<file path="src/rtl/seven_stage_hazard_controller_pkg.sv">
// Shared types and constants for the seven-stage hazard controller's shadow tag pipeline.
package seven_stage_hazard_controller_pkg;

  localparam int DEFAULT_REG_ADDR_W = 5;
  localparam int NUM_STAGES         = 4;

  localparam int STG_E  = 0;
  localparam int STG_MI = 1;
  localparam int STG_MR = 2;
  localparam int STG_WB = 3;

  typedef struct packed {
    logic                          valid;
    logic [DEFAULT_REG_ADDR_W-1:0] rd;
    logic                          is_load;
  } entry_t;

  localparam entry_t ENTRY_BUBBLE = '{
    valid:   1'b0,
    rd:      {DEFAULT_REG_ADDR_W{1'b0}},
    is_load: 1'b0
  };

endpackage

</file>
<file path="src/rtl/seven_stage_hazard_controller_hazard_match_port.sv">
// Compares one decode source operand against the four tracked destination tags
// and reports per-stage matches plus whether the youngest match is an unforwardable load.
module hazard_match_port
  import seven_stage_hazard_controller_pkg::*;
#(
  parameter int REG_ADDR_W = DEFAULT_REG_ADDR_W
) (
  input  logic                         issue_valid,
  input  logic [REG_ADDR_W-1:0]        src_addr,
  input  logic                         src_used,
  input  entry_t [NUM_STAGES-1:0]      entries,
  output logic [NUM_STAGES-1:0]        stage_hit,
  output logic                         load_use
);

  logic active_s;
  logic found_s;

  assign active_s = issue_valid & src_used & (src_addr != {REG_ADDR_W{1'b0}});

  // Raw per-stage match; the first hit scanning from E is the youngest producer and alone decides load-use.
  always_comb begin
    stage_hit = {NUM_STAGES{1'b0}};
    load_use  = 1'b0;
    found_s   = 1'b0;
    for (int s = 0; s < NUM_STAGES; s++) begin
      stage_hit[s] = active_s & entries[s].valid & (entries[s].rd == src_addr);
      if (stage_hit[s] && !found_s) begin
        found_s  = 1'b1;
        load_use = entries[s].is_load & (s <= STG_MI);
      end else begin
        found_s  = found_s;
      end
    end
  end

endmodule

</file>
<file path="src/rtl/seven_stage_hazard_controller.sv">
// Load-use hazard tracker and bypass-flag generator for the seven-stage core.
// Optional saturating performance counters are built when HAZARD_PERF_COUNTERS_EN is defined.
module seven_stage_hazard_controller
  import seven_stage_hazard_controller_pkg::*;
#(
  parameter int REG_ADDR_W = DEFAULT_REG_ADDR_W
`ifdef HAZARD_PERF_COUNTERS_EN
  , parameter int COUNTER_W = 32
`endif
) (
  input  logic                  clock,
  input  logic                  reset,
  input  logic                  issue_valid,
  input  logic [REG_ADDR_W-1:0] issue_rd,
  input  logic                  issue_regwrite,
  input  logic                  issue_is_load,
  input  logic [REG_ADDR_W-1:0] rs1_addr,
  input  logic [REG_ADDR_W-1:0] rs2_addr,
  input  logic                  rs1_used,
  input  logic                  rs2_used,
  input  logic                  pipeline_stall,
  input  logic                  flush,
  output logic                  rs1_hazard_execute,
  output logic                  rs1_hazard_memory_issue,
  output logic                  rs1_hazard_memory_receive,
  output logic                  rs1_hazard_writeback,
  output logic                  rs2_hazard_execute,
  output logic                  rs2_hazard_memory_issue,
  output logic                  rs2_hazard_memory_receive,
  output logic                  rs2_hazard_writeback,
  output logic                  true_data_hazard,
  output logic                  issue_accept
`ifdef HAZARD_PERF_COUNTERS_EN
  , output logic [COUNTER_W-1:0] perf_load_use_cycles
  , output logic [COUNTER_W-1:0] perf_bypass_events
`endif
);

  entry_t [NUM_STAGES-1:0] entries_r;
  entry_t                  issue_tag_s;
  logic [NUM_STAGES-1:0]   rs1_hit_s;
  logic [NUM_STAGES-1:0]   rs2_hit_s;
  logic                    rs1_load_use_s;
  logic                    rs2_load_use_s;
  logic                    hazard_s;
  logic                    accept_s;

  hazard_match_port #(.REG_ADDR_W(REG_ADDR_W)) u_match_rs1 (
    .issue_valid (issue_valid),
    .src_addr    (rs1_addr),
    .src_used    (rs1_used),
    .entries     (entries_r),
    .stage_hit   (rs1_hit_s),
    .load_use    (rs1_load_use_s)
  );

  hazard_match_port #(.REG_ADDR_W(REG_ADDR_W)) u_match_rs2 (
    .issue_valid (issue_valid),
    .src_addr    (rs2_addr),
    .src_used    (rs2_used),
    .entries     (entries_r),
    .stage_hit   (rs2_hit_s),
    .load_use    (rs2_load_use_s)
  );

  // Writes to x0 never produce a valid tag, so x0 can never be reported as a hazard.
  assign issue_tag_s.valid   = issue_regwrite & (issue_rd != {REG_ADDR_W{1'b0}});
  assign issue_tag_s.rd      = issue_rd;
  assign issue_tag_s.is_load = issue_is_load;

  // Gating with reset keeps every output low while the tracker is held in reset.
  assign hazard_s = reset & (rs1_load_use_s | rs2_load_use_s);
  assign accept_s = reset & issue_valid & ~hazard_s & ~flush & ~pipeline_stall;

  assign rs1_hazard_execute        = rs1_hit_s[STG_E];
  assign rs1_hazard_memory_issue   = rs1_hit_s[STG_MI];
  assign rs1_hazard_memory_receive = rs1_hit_s[STG_MR];
  assign rs1_hazard_writeback      = rs1_hit_s[STG_WB];
  assign rs2_hazard_execute        = rs2_hit_s[STG_E];
  assign rs2_hazard_memory_issue   = rs2_hit_s[STG_MI];
  assign rs2_hazard_memory_receive = rs2_hit_s[STG_MR];
  assign rs2_hazard_writeback      = rs2_hit_s[STG_WB];
  assign true_data_hazard          = hazard_s;
  assign issue_accept              = accept_s;

  // Shadow tag pipeline: shifts on advance; on hold only E may be killed by a flush.
  always_ff @(posedge clock or negedge reset) begin
    if (!reset) begin
      for (int s = 0; s < NUM_STAGES; s++) begin
        entries_r[s] <= ENTRY_BUBBLE;
      end
    end else if (!pipeline_stall) begin
      entries_r[STG_WB] <= entries_r[STG_MR];
      entries_r[STG_MR] <= entries_r[STG_MI];
      entries_r[STG_MI] <= entries_r[STG_E];
      entries_r[STG_E]  <= accept_s ? issue_tag_s : ENTRY_BUBBLE;
    end else if (flush) begin
      entries_r[STG_E]  <= ENTRY_BUBBLE;
    end else begin
      entries_r         <= entries_r;
    end
  end

`ifdef HAZARD_PERF_COUNTERS_EN
  logic [COUNTER_W-1:0] load_use_cnt_r;
  logic [COUNTER_W-1:0] bypass_cnt_r;
  logic                 any_flag_s;

  function automatic logic [COUNTER_W-1:0] sat_inc(input logic [COUNTER_W-1:0] value);
    return (&value) ? value : value + {{(COUNTER_W-1){1'b0}}, 1'b1};
  endfunction

  assign any_flag_s = (|rs1_hit_s) | (|rs2_hit_s);

  // Saturating event counters; they stick at all-ones rather than wrap.
  always_ff @(posedge clock or negedge reset) begin
    if (!reset) begin
      load_use_cnt_r <= {COUNTER_W{1'b0}};
      bypass_cnt_r   <= {COUNTER_W{1'b0}};
    end else begin
      load_use_cnt_r <= hazard_s ? sat_inc(load_use_cnt_r) : load_use_cnt_r;
      bypass_cnt_r   <= (accept_s & any_flag_s) ? sat_inc(bypass_cnt_r) : bypass_cnt_r;
    end
  end

  assign perf_load_use_cycles = load_use_cnt_r;
  assign perf_bypass_events   = bypass_cnt_r;
`endif

endmodule
</file>
<file path="config.mk">
export PLATFORM = sky130hd
export DESIGN_NAME = seven_stage_hazard_controller
export DESIGN_NICKNAME = d
export VERILOG_FILES = /design/src/rtl/seven_stage_hazard_controller_pkg.sv /design/src/rtl/seven_stage_hazard_controller_hazard_match_port.sv /design/src/rtl/seven_stage_hazard_controller.sv
export SDC_FILE = /design/constraint.sdc
export NUM_CORES = 1
export LEC_CHECK = 0
export ABC_AREA = 1
export BUFFER_PORTS_ARGS = -buffer_cell sky130_fd_sc_hd__buf_2
export CAP_MARGIN = 20
export CORE_MARGIN = 5
export CORE_UTILIZATION = 25
export CTS_CLUSTER_SIZE = 14
export DETAILED_ROUTE_END_ITERATION = 10
export SYNTH_ARGS = -nofsm -noshare
export SYNTH_HDL_FRONTEND = slang
export SYNTH_SLANG_ARGS = --single-unit
</file>
<file path="constraint.sdc">
create_clock -name clock -period 2.02 [get_ports clock]
set_input_delay 0.101 -clock clock [delete_from_list [all_inputs] [get_ports clock]]
set_output_delay 0.101 -clock clock [all_outputs]
set_load 0.03 [all_outputs]
</file>
## Yosys cells after proc, flatten, opt, wreduce, memory -nomap -nowiden

Cells that the tools add are included.

- Register bits after elaboration: 26
- Input bits: 24
- Output and inout bits: 10
- Word-level logic and storage cells: 81

- Equal/unequal tests: 9
- Muxes and demuxes: 17
- Bitwise operators: 30
- Reductions and logical operators: 15

Operators with widths:

| operator | number |
|---|---|
| == test 5 bit | 8 |
| AND 1 bit | 26 |
| two-way mux 7 bit | 3 |
| nonzero test 5 bit | 3 |
| two-way mux 1 bit | 14 |
| logical AND 1 bit | 6 |
| logical NOT 1 bit | 6 |
| NOT 1 bit | 3 |
| inequality test 2 x 1 -> 1 bit, second input constant | 1 |
| bitwise OR 1 bit | 1 |

## Longest topological paths before layout

Gate-level depths: netlist of the first run.

- Depth after elaboration: 22
- Gate-level depth with buffers: 12
- Mapped depth without buffers: 11

## Hierarchy

From an unflattened synthesis of the first run, not the netlist that was laid out.

- Cells, all modules: 285
- Area total of the unflattened synthesis: 1863.0 µm²

By module, submodules not included:

| module | instances | cells each | area an instance (µm²) |
|---|---|---|---|
| seven_stage_hazard_controller | 1 | 119 | 1084.8 |
| hazard_match_port | 2 | 83 | 389.1 |

## Least setup slack after synthesis of the first run

Ideal clock, no wire load.

- Kind: register -> output
- Start point: register entries_r[25] (netlist name)
- End point: output port rs1_hazard_writeback
- Arrival time: 2.110 ns
- Required time: 1.919 ns
- Slack: -0.191 ns
- Cell stages (with the launch flop): 4
- Cell sequence: dfrtp_1 xnor2_1 nand4_1 a2111oi_0

- Longest elaborated chain between the ends: 2

Ends and longest elaborated chain:

| what | RTL line | text |
|---|---|---|
| start: declaration | seven_stage_hazard_controller.sv:39 | `entry_t [NUM_STAGES-1:0] entries_r;` |
| start signal: indexed assignment | seven_stage_hazard_controller.sv:93 | `entries_r[STG_WB] <= entries_r[STG_MR];` |
| start signal: indexed assignment | seven_stage_hazard_controller.sv:94 | `entries_r[STG_MR] <= entries_r[STG_MI];` |
| start signal: indexed assignment | seven_stage_hazard_controller.sv:95 | `entries_r[STG_MI] <= entries_r[STG_E];` |
| == test 5 bit | seven_stage_hazard_controller_hazard_match_port.sv:27 | `stage_hit[s] = active_s & entries[s].valid & (entries[s].rd == src_addr);` |
| AND 1 bit | seven_stage_hazard_controller_hazard_match_port.sv:27 |  |
| end: declaration | seven_stage_hazard_controller.sv:26 | `output logic rs1_hazard_writeback,` |

No other way between the ends.

## Final worst setup path of the first run

- Start point: register entries_r[12] (netlist name)
- End point: output port issue_accept

- Longest elaborated chain between the ends: 16
- Elaborated cells between the ends (all ways): 30
- Those cells by class: 2 x eq/ne; 10 x mux; 8 x bitwise; 10 x reduce/logical

Ends and longest elaborated chain:

| what | RTL line | text |
|---|---|---|
| == test 5 bit | seven_stage_hazard_controller_hazard_match_port.sv:27 |  |
| AND 1 bit | seven_stage_hazard_controller_hazard_match_port.sv:27 |  |
| logical AND 1 bit | seven_stage_hazard_controller_hazard_match_port.sv:28 | `if (stage_hit[s] && !found_s) begin` |
| two-way mux 1 bit | seven_stage_hazard_controller_hazard_match_port.sv:28 |  |
| logical NOT 1 bit | seven_stage_hazard_controller_hazard_match_port.sv:28 |  |
| logical AND 1 bit | seven_stage_hazard_controller_hazard_match_port.sv:28 |  |
| two-way mux 1 bit | seven_stage_hazard_controller_hazard_match_port.sv:28 |  |
| logical NOT 1 bit | seven_stage_hazard_controller_hazard_match_port.sv:28 |  |
| logical AND 1 bit | seven_stage_hazard_controller_hazard_match_port.sv:28 |  |
| two-way mux 1 bit | seven_stage_hazard_controller_hazard_match_port.sv:28 |  |
| bitwise OR 1 bit (*) | seven_stage_hazard_controller.sv:72 | `assign hazard_s = reset & (rs1_load_use_s \| rs2_load_use_s);` |
| AND 1 bit (*) | seven_stage_hazard_controller.sv:72 |  |
| NOT 1 bit (*) | seven_stage_hazard_controller.sv:73 | `assign accept_s = reset & issue_valid & ~hazard_s & ~flush & ~pipeline_stall;` |
| AND 1 bit (*) (3 in a row) | seven_stage_hazard_controller.sv:73 |  |
| end: declaration | seven_stage_hazard_controller.sv:32 | `output logic issue_accept` |

Every way passes the cells marked *; elsewhere a longest branch is shown, timed or not.

==> impl_metrics.toml, run 1 <==
[cells_and_area]
fin_util = 0.306
fin_area_sq_um = 2190
area_growth_pct = 19.9
drive_gt1_frac = 0.203
fillCellCount = 800
top_regs = "entries_r: 26 flops"
regMostFlops = "entries_r"
largest_reg_flops = 26
n_antenna_cell = 0
nets = 340
instances_no_fill = 414

[logic_synthesis]
syn_inst = 279
synth_top_cell_area_share = 0.355
synth_cell_types = 29
yosysSeqAreaShare = 0.355
synthTopCellsByCount = "nand2_1 (110), inv_1 (30), dfrtp_1 (26)"
synth_flop_cell = "dfrtp_1"
synth.cell_area_sq_um = 1830
synth_top_area_cell = "dfrtp_1"
synth_area_per_cell_sq_um = 6.56
synth_nets = 303
yosysMostFrequentCell = "nand2_1"
synth-async-reset-ratio = 1.00
synth_edf_count = 0
synth-seq-cells = 26
netlist_top_cells_area = "dfrtp_1 (36%), nand2_1 (23%), inv_1 (6.2%)"
yosys_warnings = 0

[die]
die_w_um = 95.6
start_util = 0.255
die_h_um = 95.6
io_pins = 34
row_count = 31
design.core.area_sq_um = 7180
dieArea_sq_um = 9130

[drt]
top_layer_used = "met4"
detail_route.wirelength_um = 5390
vias = 1834
routedWlPerCell_um = 13.0
wl_met1_um = 2370
firstDrtPassIters = 5
wl_met2_um = 2810
drcViolationCount = 0
antenna_left = 0
drtIter0Drc = 85
wl_met3_um = 103
viasPerCell = 4.43

[setup_path]
crit_chain = "xnor2_1, o21ai_0, nor2_1, nand3_1, nand2_2, nand2_4, and3_1, buf_4"
r2r-start = "entries_r[12]$_DFFE_PN0N_"
critPathMaxFanout = 7
worstRegToRegCells = 9
worstPathArrival_ps = 1800
endpoint_kind = "output pin"
cp_slowest_stage_delay_ps = 440
worstSetupPathType = "reg2out"
worstPathRequired_ps = 1920
crit_path_start_kind = "register"
slowest_stage = "dfrtp_1"
worstSetupStartpoint = "entries_r[12]$_DFFE_PN0N_"
r2r_end = "entries_r[2]$_DFFE_PN0P_"
setup.worst_path.end = "issue_accept"
rrSetupSlack_ps = 460

[grt]
grt_pass1_wl_um = 8740
antenna_found_initial = 0
overflow = 0
grt_usage = 0.124
grt_start_max_net_pins = 28
grt_pass1_vias = 1814

[placed_design]
post_dp_cell_area_sq_um = 2100
dp.cells = 406
gp_congestion = 0.827
dpl.hpwl_um = 4270
io_buffers = 33

[timing]
post-route-period-util = 0.940
clock-skew-final_ps = 2.69
finalCriticalPeriod_ps = 1900
finalSetupViolCount = 0
slew_headroom = 0.664
finalHoldViolations = 0
worst_pin_slew_ps = 501
fmax_ghz = 0.527
slew_violations = 0
fin_setup_tns_ps = 0
rsz0062_at_grt = "false"

[hold_path]
min_path_type = "in2reg"
hold_depth = 3
min_from = "issue_is_load"

[cts]
h-tree-depth = 1
clkLatencyLatePin_ps = 290
clk_path_buf_depth = 2
cts_tree = "built"
clk_pin_slew_ps = 100
cts_made_buffers = 3
numClockSinks = 26
root_buffer = "clkbuf_8"

[power]
peakVddDrop_v = 0.000226
power_leakage_nw = 1.16
p_per_area_nw_per_um2 = 514

[status]
status = "finished clean"

[flow_run]
maxCapViolations = 0
## cells in the final DEF (no fill, tap or decap), types with 4 or more instances in the layout
| cell type | n |
|---|---|
| buf_2 | 31 |
| buf_4 | 8 |
| clkbuf_8 | 4 |
| dfrtp_1 | 26 |
| inv_1 | 27 |
| inv_2 | 11 |
| nand2_1 | 109 |
| nand3_1 | 7 |
| nand4_1 | 11 |
| nor2_1 | 19 |
| nor3_1 | 5 |
| o21ai_0 | 20 |
| xnor2_1 | 10 |
## stage by stage
step / total power [mW] / hold WS, ps / setup WS (ps)
finish: 1.13 / 51.6 / 122
global route: 1.19 / 62.3 / 4.83
CTS: 1.13 / 59.9 / 98.4
detailed placement: 0.766 / 211 / 441
global placement: 0.764 / 198 / 427
floorplan: 0.686 / -195 / 201
## area by class of cell
class,count,area [sq um],area share
flip-flops and latches,26,651,0.296
well taps,99,124,0.0564
repair buffers,40,225,0.103
inverters,38,143,0.0650
multi-input cells,207,997,0.454
clock buffers,4,55.1,0.0251
## power breakdown
group,internal [mW],total [mW],switching [mW]
Clock,0.175,0.370,0.194
Sequential,0.538,0.557,0.0196
Combinational,0.0725,0.200,0.128
Total,0.786,1.13,0.341
## layer usage
metal | GRT usage | up-vias
li1 | - | 950
met1 | 0.148 | 846
met2 | 0.223 | 29
met3 | 0.0158 | 9
met4 | 0.0486 | 0
met5 | 0 | -
## cells by family (layout without fill, tap and decap cells)
family,Yosys count,count (layout),synth area share
xor+xnor,13,13,0.0622
buf+inv,46,82,0.102
compound gates,31,31,0.100
flops,26,26,0.355
simple gates,163,163,0.380
## worst min path at each step
| stage | end |
|---|---|
| after floorplan | entries_r[0]$_DFFE_PN0P_ |
| after global placement | entries_r[24]$_DFFE_PN0N_ |
| after detailed placement | entries_r[24]$_DFFE_PN0N_ |
| after CTS | entries_r[0]$_DFFE_PN0P_ |
| after global routing | entries_r[0]$_DFFE_PN0P_ |
| final | entries_r[0]$_DFFE_PN0P_ |
## critical path: cells and delay by family, from the launching register on
kind,cells,cell delay (ps)
and+or+nand+nor,5,570
xor gates and xnor gates,1,190
buffers and inverters,1,160
DFF,1,440
AOI/OAI and AO/OA,1,150
## repair_timing
action	in CTS	in global routing
setup endpoints to repair	0	2
resized for setup	0	8
endpoints found under the hold margin	26	0
buffers inserted	0	3
hold buffers	1	0
Note: power is estimated with default switching activity, not from simulation.
==> run 2, diff against run 1 <==
- ABC_AREA: 1 -> unset
==> run 2 against run 1 <==
Compared with the run above: the flow now finishes with violations (setup timing); register-to-register slack got worse by 480 ps; routed wire length fell by 21%; final cell count shrank 34%.
==> impl_metrics.toml, run 2 <==
[cells_and_area]
regMostFlops = "entries_r"
instances_no_fill = 274
drive_gt1_frac = 0.538
fin_area_sq_um = 2190
n_antenna_cell = 0
top_regs = "entries_r: 26 flops"
nets = 222
area_growth_pct = 34.9
largest_reg_flops = 26
mostFrequentLayoutCells = "xnor2_1 (30), buf_2 (30), buf_4 (25)"

[timing]
finalSetupViolCount = 8
fin_ws_ps = -84.5
finalCriticalPeriod_ps = 2100
rsz0062_at_grt = "true"
clock-skew-final_ps = 3.10
fin_setup_tns_ps = -257
finalHoldViolations = 0
fmax_ghz = 0.475
post-route-period-util = 1.04
slew_headroom = 0.671
slew_violations = 0
worst_pin_slew_ps = 492

[logic_synthesis]
synthTopCellsByCount = "xnor2_1 (32), dfrtp_1 (26), mux2_2 (19)"
synth-seq-cells = 26
synth_top_area_cell = "dfrtp_1"
synth_cell_types = 27
synth-async-reset-ratio = 1.00
synth_area_per_cell_sq_um = 11.3
yosysSeqAreaShare = 0.401
synth.cell_area_sq_um = 1620
synth_flop_cell = "dfrtp_1"
synth_nets = 168
yosysMostFrequentCell = "xnor2_1"
synth_top_cell_area_share = 0.401
netlist_top_cells_area = "dfrtp_1 (40%), xnor2_1 (17%), mux2_2 (13%)"
yosys_warnings = 0
synth_edf_count = 0
syn_inst = 144

[cts]
clk_pin_slew_ps = 90
numClockSinks = 26
root_buffer = "clkbuf_8"
cts_tree = "built"
h-tree-depth = 1
clk_path_buf_depth = 2
clkLatencyLatePin_ps = 270
cts_made_buffers = 3

[grt]
grt_start_max_net_pins = 28
antenna_found_initial = 0
overflow = 0
grt_pass1_wl_um = 6890
grt_pass1_vias = 1278
grt_usage = 0.104

[setup_path]
worstSetupPathType = "reg2out"
crit_chain = "xor2_1, nor4_1, nand3_1, o32ai_4, a21oi_1, nor2b_2, buf_6"
rrSetupSlack_ps = -20
crit_family = "simple AND/OR/NAND/NOR gates"
critPathMaxFanout = 2
r2r_end = "entries_r[3]$_DFFE_PN0P_"
worstPathArrival_ps = 2000
worstPathRequired_ps = 1920
critPathBufInv = 1
cp_slowest_stage_delay_ps = 410
endpoint_kind = "output pin"
slowest_stage = "dfrtp_1"
crit_path_start_kind = "register"
r2r-start = "entries_r[8]$_DFFE_PN0N_"
worstRegToRegCells = 8

[die]
design.core.area_sq_um = 6350
start_util = 0.256
row_count = 29
dieArea_sq_um = 8210
die_w_um = 90.6
die_h_um = 90.6
io_pins = 34

[power]
power_leakage_nw = 0.992
net-switching-power_uw = 287
clockPowerShare = 0.303
p_sw_frac = 0.259
p_comb_frac = 0.193
p_per_area_nw_per_um2 = 506
seq_power_share = 0.504
peakVddDrop_v = 0.000262
intPower_uw = 822
p_total_mw = 1.11

[drt]
firstDrtPassIters = 4
routedWlPerCell_um = 15.5
antenna_left = 0
detail_route.wirelength_um = 4240
viasPerCell = 4.44
vias = 1217
drcViolationCount = 0
drtIter0Drc = 46

[placed_design]
dp.cells = 258
io_buffers = 33
post_dp_cell_area_sq_um = 1970
gp_congestion = 0.753
dpl.hpwl_um = 3330

[status]
violations = "setup timing"
status = "finished, violations left"

[hold_path]
hold_depth = 2
min_to = "entries_r[0]$_DFFE_PN0P_"
min_from = "issue_is_load"
min_path_type = "in2reg"

[flow_run]
maxCapViolations = 0
run 2: cell types whose count changed in the layout (fill, tap and decap cells not counted), sizes merged, moves of 19 or more:
cell / previous run / this run
nand2: 114 / 7
inv: 38 / 1
buf: 39 / 61
xnor2: 10 / 32
o21ai: 20 / 0
mux2: 0 / 19
run 2: final cells by class:
type                       instances  area, sq um
tap                               77         96.3
multi-input combinational        104          967
inverter                           1         3.75
sequential                        26          653
timing repair buffer              62          415
fill                             630         4160
clock buffer                       4         55.1
run 2: how the worst max path moves through the flow:
stage	from	end	cells past startpoint
finish	entries_r[8]$_DFFE_PN0N_	true_data_hazard	7
global route	entries_r[10]$_DFFE_PN0N_	true_data_hazard	7
CTS	entries_r[12]$_DFFE_PN0N_	true_data_hazard	7
detailed placement	rs1_addr[3]	issue_accept	7
global placement	rs1_addr[3]	issue_accept	7
floorplan	rs1_addr[3]	entries_r[6]$_DFFE_PN0P_	7
run 2: kinds of logic (layout without fill, tap and decap cells):
logic type / after synthesis / count (layout) / share of synthesized area
AOI/OAI and AO/OA: 13 / 13 / 0.0940
muxes: 19 / 19 / 0.132
buffers and inverters: 14 / 67 / 0.0462
DFF: 26 / 26 / 0.401
and+or+nand+nor: 32 / 32 / 0.112
xor gates and xnor gates: 40 / 40 / 0.216
run 2: power groups by stage:
stage	logic, mW	clock network (mW)	registers [mW]
2_1_floorplan	0.132	0	0.564
3_3_place_gp	0.199	0	0.570
3_5_place_dp	0.200	0	0.570
4_1_cts	0.208	0.343	0.559
5_1_grt	0.232	0.375	0.563
6_report	0.214	0.337	0.559
run 2: layer usage:
metal | track usage | vias up | share of wire
met5 | 0 | - | 0
met4 | 0.0223 | 0 | 0.0073
met3 | 0.0233 | 4 | 0.037
met2 | 0.174 | 25 | 0.49
met1 | 0.136 | 584 | 0.46
li1 | - | 604 | -
run 2: repair_timing:
| item | CTS | global route |
|---|---|---|
| setup endpoints to repair | 2 | 10 |
| hold buffers | 1 | 0 |
| setup buffers | 6 | 5 |
| pin swaps | 5 | 8 |
| gates cloned | 0 | 0 |
| hold endpoints to repair | 26 | 0 |
| resized for setup | 6 | 12 |
run 2: through the flow:
step	hold slack (ps)	worst slack, ps	util
after global placement	196	-71.4	0.310
after global routing	57.8	-176	0.345
after floorplan	-195	-108	-
final	52.7	-84.5	0.345
after CTS	49.8	-88.7	0.332
after detailed placement	205	-90.2	0.310
==> run 3, diff against run 2 <==
- CORE_MARGIN: 5 -> 2
- SETUP_SLACK_MARGIN: unset -> 0.4
==> run 3 against run 2 <==
Compared with the run above: the run still ends with setup timing left; register-to-register slack hardly changed; sequential cell count is the same; die area is 13% lower; global-route usage is 2.0 points higher; clock power grew 2%; largest power group unchanged; sequential share of layout area fell by 0.80 points; cell area increased by 2.7%; routed wire length is 1.4% higher; critical endpoint is now issue_accept; clock skew shrank 0.61 ps.
==> impl_metrics.toml, run 3 (synthesis gave the netlist of run 2 again) <==
[cells_and_area]
fillCellCount = 648
regMostFlops = "entries_r"
nets = 221
instances_no_fill = 273
fin_util = 0.357
largest_reg_flops = 26
drive_gt1_frac = 0.536
area_growth_pct = 38.6
mostFrequentLayoutCells = "xnor2_1 (30), buf_2 (25), buf_4 (25)"
n_antenna_cell = 0
final_common_cell = "xnor2_1"
top_regs = "entries_r: 26 flops"

[timing]
slew_violations = 0
hold_ws_ps = 64.2
fin_ws_ps = -88.9
post-route-period-util = 1.04
finalSetupViolCount = 9
clock-skew-final_ps = 2.49
slew_headroom = 0.491
finalCriticalPeriod_ps = 2110
finalHoldViolations = 0
rsz0062_at_grt = "true"
worst_pin_slew_ps = 762
fmax_ghz = 0.474

[status]
status = "finished, violations left"
violations = "setup timing"

[cts]
h-tree-depth = 1
cts_made_buffers = 3
clkLatencyLatePin_ps = 270
numClockSinks = 26
clk_pin_slew_ps = 90
root_buffer = "clkbuf_8"
clk_path_buf_depth = 2
cts_tree = "built"

[power]
p_per_area_nw_per_um2 = 499
peakVddDrop_v = 0.000225
power_leakage_nw = 1.02
p_total_mw = 1.12

[hold_path]
min_path_type = "in2reg"

[grt]
grt_pass1_wl_um = 7010
overflow = 0
grt_usage = 0.124
grt_start_max_net_pins = 28
grt_pass1_vias = 1337
antenna_found_initial = 0

[die]
dieArea_sq_um = 7160
io_pins = 34
die_w_um = 84.6
row_count = 29
design.core.area_sq_um = 6310
die_h_um = 84.6
start_util = 0.257

[drt]
drtIter0Drc = 60
antenna_left = 0
detail_route.wirelength_um = 4300
viasPerCell = 4.55
drcViolationCount = 0
routedWlPerCell_um = 15.7
vias = 1241
firstDrtPassIters = 4

[placed_design]
dpl.hpwl_um = 3310
io_buffers = 33
dpl_worst_slack_ps = -76.5
dp.cells = 262
gp_congestion = 0.856

[setup_path]
worstSetupPathType = "reg2out"
worstPathArrival_ps = 2010
rrSetupSlack_ps = -30
worstPathRequired_ps = 1920
critPathMaxFanout = 4
endpoint_kind = "output pin"
crit_path_start_kind = "register"

[flow_run]
maxCapViolations = 0
[run 3: cell count changes in the layout (fill, tap and decap cells not counted)]
cell / change
a21oi_1: -1
a21oi_2: +1
a22o_2: -6
a22o_4: +6
buf_2: -5
buf_6: +4
nor3_1: -1
nor3_2: +1
nor4_1: +1
nor4_2: -1
xor2_1: +1
xor2_2: -1
[run 3: path summary, 6_finish.rpt]
check                                            end                 startpoint  depth (start not counted)
max                                     issue_accept   entries_r[3]$_DFFE_PN0P_                          8
max in group asynchronous   entries_r[2]$_DFFE_PN0P_                      reset                          3
min reg2reg                entries_r[27]$_DFFE_PN0N_  entries_r[27]$_DFFE_PN0N_                          1
min in group asynchronous  entries_r[24]$_DFFE_PN0N_                      reset                          3
min                         entries_r[0]$_DFFE_PN0P_              issue_is_load                          2
max reg2reg                 entries_r[3]$_DFFE_PN0P_  entries_r[11]$_DFFE_PN0N_                          8
[run 3: timing repair]
item | CTS | global route
gates cloned | 0 | 0
pin swaps | 15 | 6
setup endpoints to repair | 13 | 15
gates resized for setup | 25 | 7
endpoints found under the hold margin | 26 | 0
setup buffers | 4 | 2
hold buffers | 1 | 0
[run 3: worst max-delay path: stages, from the launching register on]
cell	delay, ps
dfrtp_2	470
xnor2_2	140
nand4_1	150
nor3_4	180
buf_6	140
o32ai_4	90
buf_6	140
a211oi_4	250
buf_6	170
[run 3: per-stage QoR]
stage                     TNS (ps)  area (sq um)
final                         -299          2250
after global routing         -1250          2250
after CTS                     -711          2210
after detailed placement      -182          2000
after global placement       -56.0          2000
after floorplan               -717          1660
[run 3: layer usage]
| layer | routed length, um | up-vias | track usage |
|---|---|---|---|
| met5 | 0 | - | 0 |
| met4 | 33 | 0 | 0.0245 |
| met3 | 90 | 4 | 0.0187 |
| met2 | 2300 | 12 | 0.228 |
| met1 | 1870 | 624 | 0.152 |
| li1 | - | 601 | - |
[run 3: power breakdown]
part	leakage (nW)	switching, mW	internal [mW]
clock network	0.0288	0.169	0.174
logic	0.640	0.106	0.114
registers	0.356	0.0223	0.538
total	1.02	0.297	0.826
[run 3: final cells by class]
class                   instances  area (sq um)  share of cell area
clock buffers                   4          55.1              0.0245
multi-input cells             104          1010               0.447
repair buffers                 61           435               0.193
inverters                       1          3.75             0.00167
well taps                      77          96.3              0.0428
flip-flops and latches         26           653               0.290
